## src/rtl/mult_seq_controller.sv

```systemverilog
// rtl/mult_seq_controller.sv - Moore FSM sequencing the shift-add multiplier datapath
// Optional early termination when remaining multiplier bits are zero: EARLY_EXIT_EN
module mult_seq_controller #(
    parameter int WIDTH = 4,
    parameter int CNT_W = 3
) (
    input  logic             clk,
    input  logic             clr,
    input  logic             start,
    input  logic             b_lsb,
    input  logic             b_zero,
    output logic             ld_ops,
    output logic             clr_prod,
    output logic             add_en,
    output logic             shift_en,
    output logic             busy,
    output logic             done,
    output logic [CNT_W-1:0] iter
);

    localparam logic [2:0] S_IDLE  = 3'd0;
    localparam logic [2:0] S_LOAD  = 3'd1;
    localparam logic [2:0] S_ADD   = 3'd2;
    localparam logic [2:0] S_SHIFT = 3'd3;
    localparam logic [2:0] S_DONE  = 3'd4;

    localparam logic [CNT_W-1:0] ITER_LAST = CNT_W'(WIDTH);

    logic [2:0]       state;
    logic [2:0]       state_nxt;
    logic [CNT_W-1:0] iter_inc;
    logic             exit_now;

    assign iter_inc = iter + 1'b1;

`ifdef EARLY_EXIT_EN
    // Once the unconsumed multiplier bits are all zero no further add can change P.
    assign exit_now = (iter_inc == ITER_LAST) || b_zero;
`else
    logic unused_b_zero;
    assign unused_b_zero = b_zero;
    assign exit_now      = (iter_inc == ITER_LAST);
`endif

    always_comb begin
        state_nxt = state;
        case (state)
            S_IDLE:  if (start) state_nxt = S_LOAD;
            S_LOAD:  state_nxt = S_ADD;
            S_ADD:   state_nxt = S_SHIFT;
            S_SHIFT: state_nxt = exit_now ? S_DONE : S_ADD;
            S_DONE:  state_nxt = S_IDLE;
            default: state_nxt = S_IDLE;
        endcase
    end

    always_ff @(posedge clk) begin
        if (!clr) begin
            state <= S_IDLE;
            iter  <= '0;
        end else begin
            state <= state_nxt;
            if (state == S_LOAD) begin
                iter <= '0;
            end else if (state == S_SHIFT && iter != ITER_LAST) begin
                iter <= iter_inc;
            end
        end
    end

    assign ld_ops   = (state == S_LOAD);
    assign clr_prod = (state == S_LOAD);
    assign add_en   = (state == S_ADD) && b_lsb;
    assign shift_en = (state == S_SHIFT);
    assign busy     = (state != S_IDLE);
    assign done     = (state == S_DONE);

endmodule

```

## config.mk

```make
export PLATFORM = sky130hd
export DESIGN_NAME = mult_seq_controller
export DESIGN_NICKNAME = d
export VERILOG_FILES = /design/src/rtl/mult_seq_controller.sv
export SDC_FILE = /design/constraint.sdc
export NUM_CORES = 1
export LEC_CHECK = 0
export BUFFER_PORTS_ARGS = -buffer_cell sky130_fd_sc_hd__buf_2
export CAP_MARGIN = 10
export CORE_AREA = 5 5 42 44
export DETAILED_ROUTE_END_ITERATION = 8
export DIE_AREA = 0 0 47 49
export PLACE_DENSITY = 0.46
export SYNTH_ARGS = -nofsm -noshare
export SYNTH_HDL_FRONTEND = slang
export SYNTH_SLANG_ARGS = --single-unit
```

## constraint.sdc

```tcl
create_clock -name clk -period 3.3 [get_ports clk]
set_input_delay 0.33 -clock clk [delete_from_list [all_inputs] [get_ports clk]]
set_output_delay 0.33 -clock clk [all_outputs]
set_load 0.01 [all_outputs]
```

==> flow_summary_export.csv, run 1 <==
group,metric,value,unit
outcome,outcome,"finished clean",
cts,numCtsBuffers,3,
grt,grt_antenna_before_repair,0,
finish,syn_to_final_growth,25.99,%
finish,nets,64,
floorplan,design.core.area,0.001401,mm²
power,p_comb_share,11.1,%
timing,hold_viol,0,
finish,final_layout_size_suffix_gt1_share,29.63,%
finish,diodes,0,
power,switchingPower,0.04414,mW
critical_path,crit_chain,"and3b_4 > buf_2",
cts,cts_setup_buffers,0,
floorplan,die_h,49,µm
hold_path,hold_path_end,"iter[2]$_SDFFE_PP0P_",
finish,final_cell_mix,"12 x buf_2, 6 x dfxtp_1, 4 x o21ai_0",
power,clkPwrFrac,41.6,%
critical_path,slowest_stage,"dfxtp_1",
placement,dp_cells,67,
timing,rsz0062_at_grt,"false",
synth,syn_nets,49,
placement,numPortBuffers,12,
synth,postSynthAreaPerCell,8.453,µm²
drt,ant_nets,0,
hold_path,hp-class,"in -> reg",
cts,cts_buffer_depth,2,
grt,grt_max_degree,11,
floorplan,die_w,47,µm
finish,seqCellArea,120.1,µm²
finish,stdcell_count,70,
timing,max_freq,672.2,MHz
power,power,0.1696,mW
job,max_cap_violations,0,
synth,yosysTopAreaCellShare,34.66,%
drt,drt-initial-drc-count,3,
placement,gp_congestion,0.6876,
synth,seq_area_frac_synth,34.66,%
timing,timing.hold.ws,0.3799,ns
cts,path_clk_slew,0.05,ns
critical_path,critPathArrivalTime,1.16,ns
grt,grt.overflow.total,0,
critical_path,worstPathRequired,2.97,ns
critical_path,path_class,"reg -> out",
synth,synth_area,346.6,µm²
power,sw_frac_of_total,26.03,%
synth,synth_seq_cells,6,
cts,cts_resized,0,
drt,via_per_inst,4.700,
timing,relSlewSlack,78.84,%
synth,synth_area_leaders,"dfxtp_1 35%, ha_1 11%, o21ai_0 5.8%, a21boi_1 4.3%, and3_1 3.6%",
critical_path,crit_start,"state[1]$_SDFFE_PN0P_",
placement,dp_hpwl,542.5,µm
hold_path,hold_depth,3,
critical_path,worst-path-max-fanout,10,
hold_path,min_from,"clr",
cts,cts_root_buffer,"clkbuf_4",
critical_path,worst_r2r_path_depth,5,
cts,htreeDepth,1,
power,seq_power_share,47.4,%
floorplan,io_pins,14,
synth,synth.distinct_cells,24,
finish,multi_input_area,206.4,µm²
grt,grt_pass1_vias,292,
timing,fin_skew,0.006013,ns
drt,wire_per_inst,11.20,µm
timing,slew_violations,0,
power,power_density,388.4,mW/mm²
cts,holdBufCountCts,0,
critical_path,reg2reg_setup_slack,2.07,ns
floorplan,fp-row-count,14,
cts,cts_tree,"done",
timing,setup_viol,0,
finish,n_fill_cell,159,
timing,period_needed,1.488,ns
drt,drc,0,
power,vdd_drop_max,0.0001560,V
finish,finish.utilization,31.16,%
grt,grt_pass1_wl,1.283,mm
synth,synth_warnings,0,
critical_path,end_kind,"output port",
critical_path,cp-start-kind,"flip-flop",
cts,clk-insertion-delay-late,0.25,ns
drt,drtPass1Iterations,2,
power,cellLeakagePower,0.2232,nW
floorplan,dieArea,0.002303,mm²
timing,tightest_slew,0.3170,ns
synth,yosysTopAreaCell,"dfxtp_1",
drt,drt_wl_total,784,µm
floorplan,initial_core_util,24.73,%
drt,num_vias,329,
cts,clkSinkCount,6,
power,p_int,0.1255,mW
critical_path,slowest_delay,0.50,ns
timing,period_share,45.08,%
finish,final_common_cell,"buf_2",
grt,grt_usage,7.833,%
timing,totalNegativeSetupSlack,0,ns
critical_path,rr_endpoint,"iter[1]$_SDFFE_PP0P_",
critical_path,rr_startpoint,"iter[0]$_SDFFE_PP0P_",
synth,syn_inst,41,
-- critical path: cells and delay by family (launching register included) --
kind,cells,cell delay (ns)
buffers and inverters,1,0.13
DFF,1,0.50
and+or+nand+nor,1,0.28
-- Yosys cell counts (all sizes together) --
library cell / instances
and2: 1
nand3b: 1
nand2b: 1
xor2: 1
and3b: 2
inv: 2
nor3: 2
ha: 3
nand3: 2
o21ai: 5
nand2: 2
and3: 2
buf: 2
a21oi: 1
nor2: 2
nor3b: 1
dfxtp: 6
a21boi: 2
or3: 1
nor2b: 1
a31oi: 1
-- worst max-delay path by stage --
stage	cells past startpoint	slack (ns)	endpoint
after global placement	5	2.07	iter[1]$_SDFFE_PP0P_
after CTS	3	1.80	ld_ops
after floorplan	3	2.08	ld_ops
final	2	1.81	shift_en
after detailed placement	3	2.07	ld_ops
after global routing	3	1.68	clr_prod
-- through the flow --
step                cell area [µm²]  worst slack (ns)
floorplan                     346.6             2.075
CTS                           436.7             1.800
finish                        436.7             1.812
global placement              414.1             2.069
global route                  436.7             1.685
detailed placement            414.1             2.065
-- final cells by class --
class / count / area share, %
Clock buffer: 3 / 5.158
Inverter: 2 / 1.719
Multi-Input combinational cell: 31 / 47.28
Sequential cell: 6 / 27.51
Tap cell: 16 / 4.585
Timing Repair Buffer: 12 / 13.75
-- layer usage --
metal	GRT usage (%)	wire, µm	share of wire [%]	vias to the layer above
met4	2.765	0	0	0
li1	-	-	-	168
met2	9.729	309	39	14
met5	0	0	0	-
met1	10.40	392	50	147
met3	5.535	82	10	0
-- power groups by stage --
stage	clock (mW)	sequential (mW)	combinational, mW
after CTS	0.0732	0.0801	0.0189
after floorplan	0	0.0788	0.0143
after global routing	0.0780	0.0811	0.0211
after global placement	0	0.0816	0.0187
final	0.0705	0.0803	0.0188
after detailed placement	0	0.0816	0.0188
-- logic make-up (layout without fill, tap and decap cells) --
group                    after synthesis  after routing  synth area share (%)
flip-flops                             6              6                 34.66
adder cells (fa/ha/maj)                3              3                 10.83
AND/OR/NAND/NOR                       18             18                 31.42
buffers and inverters                  4             17                 5.776
AO/OA/AOI/OAI                          9              9                 14.80
XOR/XNOR                               1              1                 2.528
-- sequential cells by signal, indices dropped and copies added (netlist names) --
name / count
iter: 3
state: 3
Note: power is estimated with default switching activity, not from simulation.
==> run 2: changes to the inputs <==
- ABC_AREA: not set -> 1
- PLACE_DENSITY: 0.46 -> 0.5
- clock period: 3.3 -> 1.3 ns (I/O delays scaled with it)
==> flow_summary_export.csv, run 2 <==
group,metric,value,unit
drt,dr_wl_met3,19,µm
timing,max_freq,842.4,MHz
timing,setup_viol,0,
power,vdd_drop_max,0.0005098,V
critical_path,path_buf_inv,1,
cts,cts_tree,"done",
finish,finish.utilization,32.86,%
critical_path,critPathArrivalTime,1.06,ns
timing,slew_violations,0,
synth,synth-xor-area-share,0,%
critical_path,slowest_stage,"dfxtp_1",
finish,largestRegisters,"iter (3), state (3)",
critical_path,cp_top_family,"simple AND/OR/NAND/NOR gates",
floorplan,initial_core_util,26.07,%
synth,seq_area_frac_synth,32.88,%
timing,period_needed,1.187,ns
critical_path,worst-path-max-fanout,4,
synth,yosys_most_used_dff,"dfxtp_1",
cts,clk-insertion-delay-late,0.24,ns
timing,worst_slack,0.1129,ns
drt,wl_met2,349,µm
timing,rsz0062_at_grt,"false",
synth,synth_area_leaders,"dfxtp_1 33%, inv_1 11%, nand2_1 11%, ha_1 10%, nand3_1 5.5%",
finish,nets,76,
finish,diodes,0,
grt,grt_antenna_before_repair,0,
timing,relSlewSlack,88.11,%
timing,hold_viol,0,
timing,period_share,91.31,%
drt,dr.max_layer_used,"met3",
grt,grt_pass1_vias,294,
synth,synth_seq_cells,6,
critical_path,slowest_delay,0.33,ns
floorplan,dieArea,0.002303,mm²
floorplan,io_pins,14,
cts,numCtsBuffers,3,
placement,gp_congestion,0.6990,
critical_path,worstPathRequired,1.17,ns
finish,syn_to_final_growth,26.03,%
floorplan,fp-row-count,14,
finish,final_common_cell,"buf_2",
synth,yosysTopAreaCell,"dfxtp_1",
critical_path,crit_chain,"nor2_1 > nand2_1 > nor2_1 > buf_2",
synth,yosys.area_share.adder,10.27,%
cts,cts_setup_buffers,0,
timing,totalNegativeSetupSlack,0,ns
drt,drc,0,
grt,grt_max_degree,7,
timing,tightest_slew,0.1782,ns
grt,grt.overflow.total,0,
power,sw_frac_of_total,26.57,%
placement,dp_hpwl,548.1,µm
synth,synth_warnings,0,
placement,post-place-ws,0.1768,ns
finish,finish.instance_area,460.4,µm²
synth,synthMuxAreaShare,0,%
drt,drt-initial-drc-count,11,
finish,final_cell_mix,"12 x buf_2, 11 x inv_1, 11 x nand2_1",
synth,synth_area,365.4,µm²
cts,holdBufCountCts,0,
cts,path_clk_slew,0.04,ns
drt,drt_wl_total,658,µm
critical_path,reg2reg_setup_slack,0.18,ns
cts,htreeDepth,1,
power,switchingPower,0.1182,mW
synth,synth_compound_area_share,5.479,%
drt,wl_met1,289,µm
drt,ant_nets,0,
grt,grt_usage,6.700,%
drt,drtPass1Iterations,4,
placement,numPortBuffers,12,
cts,cts_resized,0,
synth,synth_top_family_by_area,"simple AND/OR/NAND/NOR gates",
synth,synthSimpleGateAreaFrac,38.01,%
synth,synth.distinct_cells,15,
synth,synthTopCellsByCount,"11 x inv_1, 11 x nand2_1, 6 x dfxtp_1",
placement,place_area,437.9,µm²
cts,cts_buffer_depth,2,
drt,via_per_inst,4.049,
outcome,outcome,"finished clean",
synth,yosysTopAreaCellShare,32.88,%
critical_path,end_kind,"output port",
job,max_cap_violations,0,
power,power_density,966.0,mW/mm²
cts,cts_root_buffer,"clkbuf_4",
synth,syn_nets,60,
finish,final_layout_size_suffix_gt1_share,30.30,%
power,p_comb_share,16.3,%
drt,wire_per_inst,8.024,µm
critical_path,cp-start-kind,"flip-flop",
critical_path,crit_path_frequent_cell,"nor2_1",
grt,grt_pass1_wl,1.124,mm
power,p_int,0.3266,mW
cts,clkSinkCount,6,
power,cellLeakagePower,0.2483,nW
synth,synth_edf_count,0,
critical_path,path_class,"reg -> out",
floorplan,die_h,49,µm
hold_path,hp-class,"in -> reg",
synth,syn_inst,52,
synth,postSynthAreaPerCell,7.026,µm²
power,seq_power_share,45.6,%
timing,fin_skew,0.002313,ns
drt,num_vias,332,
floorplan,design.core.area,0.001401,mm²
floorplan,die_w,47,µm
synth,async_reset_ff_share,0,%
power,clkPwrFrac,38.1,%
[run 2: cell count changes after synthesis, moves of 3 or more]
cell,delta
inv_1,+9
nor2_1,+3
o21ai_0,-3
nand2_1,+9
[run 2: logic make-up after synthesis]
family,count (synthesis)
simple gates,27
flops,6
buf+inv,12
fa+ha+maj,3
compound gates,4
[run 2: layout make-up]
class                           count  area, µm²
Tap cell                           16      20.02
Timing Repair Buffer               12      60.06
Inverter                           11      41.29
Clock buffer                        3      22.52
Sequential cell                     6      120.1
Multi-Input combinational cell     34      196.4
Fill cell                         154      940.9
[run 2: final timing paths]
check / depth (start not counted) / end / startpoint
worst max-delay path: 4 / add_en / state[0]$_SDFFE_PN0P_
worst min-delay path: 3 / state[0]$_SDFFE_PN0P_ / start
worst max register to register: 6 / iter[2]$_SDFFE_PP0P_ / iter[0]$_SDFFE_PP0P_
worst min register to register: 2 / iter[0]$_SDFFE_PP0P_ / iter[0]$_SDFFE_PP0P_
[run 2: worst min-delay path, cell delays in order]
cell and delay (ns):
buf_2 0.07, o21ai_0 0.06, nor2_1 0.07
[run 2: layer usage]
layer  vias to the layer above  global-route usage (%)
li1                        185                       -
met1                       144                   7.947
met5                         -                       0
met2                         3                   9.955
met3                         0                   2.214
met4                         0                   4.147
[run 2: metrics by stage]
stage | hold WS [ns] | cells | total power, mW
after global routing | 0.1529 | 82 | 0.4757
after detailed placement | 0.3781 | 79 | 0.2791
after floorplan | 0.2816 | 52 | 0.2563
final | 0.1344 | 82 | 0.4448
after CTS | 0.1253 | 82 | 0.4566
after global placement | 0.3833 | 79 | 0.2797
[run 2: power groups by stage]
stage / sequential (mW) / combinational [mW] / clock, mW
global route: 0.204 / 0.0830 / 0.189
global placement: 0.206 / 0.0735 / 0
CTS: 0.203 / 0.0738 / 0.180
detailed placement: 0.206 / 0.0733 / 0
finish: 0.203 / 0.0725 / 0.169
floorplan: 0.205 / 0.0510 / 0
==> run 3: changes to the inputs <==
- CORE_AREA: 5 5 42 44 -> 2 2 39 41
- DIE_AREA: 0 0 47 49 -> 0 0 41 43
- REMOVE_ABC_BUFFERS: not set -> 1
==> flow_summary_export.csv, run 3 (synthesis gave the netlist of run 2 again) <==
group,metric,value,unit
critical_path,worstPathRequired,1.17,ns
finish,final_cell_mix,"12 x buf_2, 11 x inv_1, 11 x nand2_1",
critical_path,critPathArrivalTime,1.08,ns
grt,grt.overflow.total,0,
critical_path,rr_endpoint,"iter[2]$_SDFFE_PP0P_",
power,power,0.4432,mW
finish,syn_to_final_growth,26.03,%
job,max_cap_violations,0,
finish,n_fill_cell,155,
timing,totalNegativeSetupSlack,0,ns
grt,grt_pass1_vias,277,
timing,fin_skew,0.002201,ns
drt,drt-initial-drc-count,2,
critical_path,crit_chain,"nor2_1 > nand2_1 > nor2_1 > buf_2",
finish,diodes,0,
grt,grt_usage,10.17,%
cts,numCtsBuffers,3,
cts,clkSinkCount,6,
drt,via_per_inst,4.122,
placement,dp_hpwl,535.4,µm
floorplan,io_pins,14,
hold_path,min_from,"start",
floorplan,design.core.area,0.001384,mm²
cts,cts_root_buffer,"clkbuf_4",
finish,final_layout_size_suffix_gt1_share,30.30,%
power,vdd_drop_max,0.0005181,V
grt,grt_pass1_wl,1.097,mm
power,power_density,962.5,mW/mm²
drt,drt_wl_total,666,µm
cts,clk-insertion-delay-late,0.24,ns
grt,grt_use_met3,7.853,%
cts,cts_setup_buffers,0,
cts,htreeDepth,1,
drt,drtPass1Iterations,2,
critical_path,path_class,"reg -> out",
floorplan,die_w,41,µm
outcome,outcome,"finished clean",
grt,grt_antenna_before_repair,0,
grt,use_met1,9.740,%
critical_path,rr_startpoint,"iter[0]$_SDFFE_PP0P_",
timing,tightest_slew,0.2035,ns
finish,largestRegisters,"iter (3), state (3)",
grt,grt_max_degree,7,
critical_path,cp-start-kind,"flip-flop",
cts,path_clk_slew,0.04,ns
critical_path,worst-path-max-fanout,4,
timing,slew_violations,0,
timing,timing.hold.ws,0.1301,ns
drt,ant_nets,0,
cts,cts_resized,0,
drt,wire_per_inst,8.122,µm
critical_path,crit_path_frequent_cell,"nor2_1",
grt,grt_util_met2,13.75,%
power,cellLeakagePower,0.2483,nW
critical_path,worstSetupEndpoint,"add_en",
timing,relSlewSlack,86.38,%
critical_path,end_kind,"output port",
finish,nets,76,
timing,period_needed,1.206,ns
finish,final_common_cell,"buf_2",
drt,num_vias,338,
placement,gp_congestion,0.7282,
critical_path,reg2reg_setup_slack,0.14,ns
floorplan,fp-row-count,14,
cts,holdBufCountCts,0,
timing,hold_viol,0,
timing,rsz0062_at_grt,"false",
cts,cts_tree,"done",
floorplan,die_h,43,µm
floorplan,initial_core_util,26.40,%
timing,max_freq,828.9,MHz
drt,drc,0,
placement,numPortBuffers,12,
critical_path,crit_start,"state[0]$_SDFFE_PN0P_",
timing,setup_viol,0,
critical_path,slowest_delay,0.33,ns
critical_path,slowest_stage,"dfxtp_1",
cts,cts_buffer_depth,2,
timing,period_share,92.80,%
grt,top_usage_layer,"met2",
critical_path,worst_r2r_path_depth,6,
hold_path,hold_depth,3,
floorplan,dieArea,0.001763,mm²
hold_path,hp-class,"in -> reg",
## run 3: cell counts in the layout (fill, tap and decap cells not counted)
No cell type changed its count.
## run 3: how the worst min path moves through the flow
| stage | to | slack, ns |
|---|---|---|
| after global routing | state[0]$_SDFFE_PN0P_ | 0.14 |
| final | state[0]$_SDFFE_PN0P_ | 0.13 |
| after floorplan | state[0]$_SDFFE_PN0P_ | 0.28 |
| after global placement | state[0]$_SDFFE_PN0P_ | 0.38 |
| after detailed placement | state[0]$_SDFFE_PN0P_ | 0.38 |
| after CTS | state[0]$_SDFFE_PN0P_ | 0.13 |
## run 3: layer usage
layer  vias up  wire (µm)  part of all wire (%)
met1       148        302                    45
met3         0         43                   6.5
li1        184          -                     -
met2         6        320                    48
met5         -          0                     0
met4         0          0                     0
## run 3: metrics by stage
step,cell area (µm²),worst slack (ns),utilization (%),std cells
floorplan,357.8,0.1717,-,51
global placement,437.9,0.1635,31.65,79
detailed placement,437.9,0.1491,31.65,79
CTS,460.4,0.08755,33.27,82
global route,460.4,0.005816,33.27,82
finish,460.4,0.09354,33.27,82
## run 3: where the power goes
group	total [mW]	leakage (nW)	switching, mW	internal, mW
Clock	0.167	0.0138	0.0632	0.104
Combinational	0.0726	0.186	0.0433	0.0293
Sequential	0.203	0.0488	0.0101	0.193
## run 3: final cells by class
| type | instances | area (µm²) | area share, % |
|---|---|---|---|
| multi-input combinational | 34 | 196.4 | 42.66 |
| sequential | 6 | 120.1 | 26.09 |
| timing repair buffer | 12 | 60.06 | 13.04 |
| inverter | 11 | 41.29 | 8.967 |
| clock buffer | 3 | 22.52 | 4.891 |
| tap | 16 | 20.02 | 4.348 |
## run 3: worst max-delay path: cells and delay by family, from the launching register on
kind          cells  cell delay [ns]
buf+inv           1             0.13
flops             1             0.33
simple gates      3             0.38
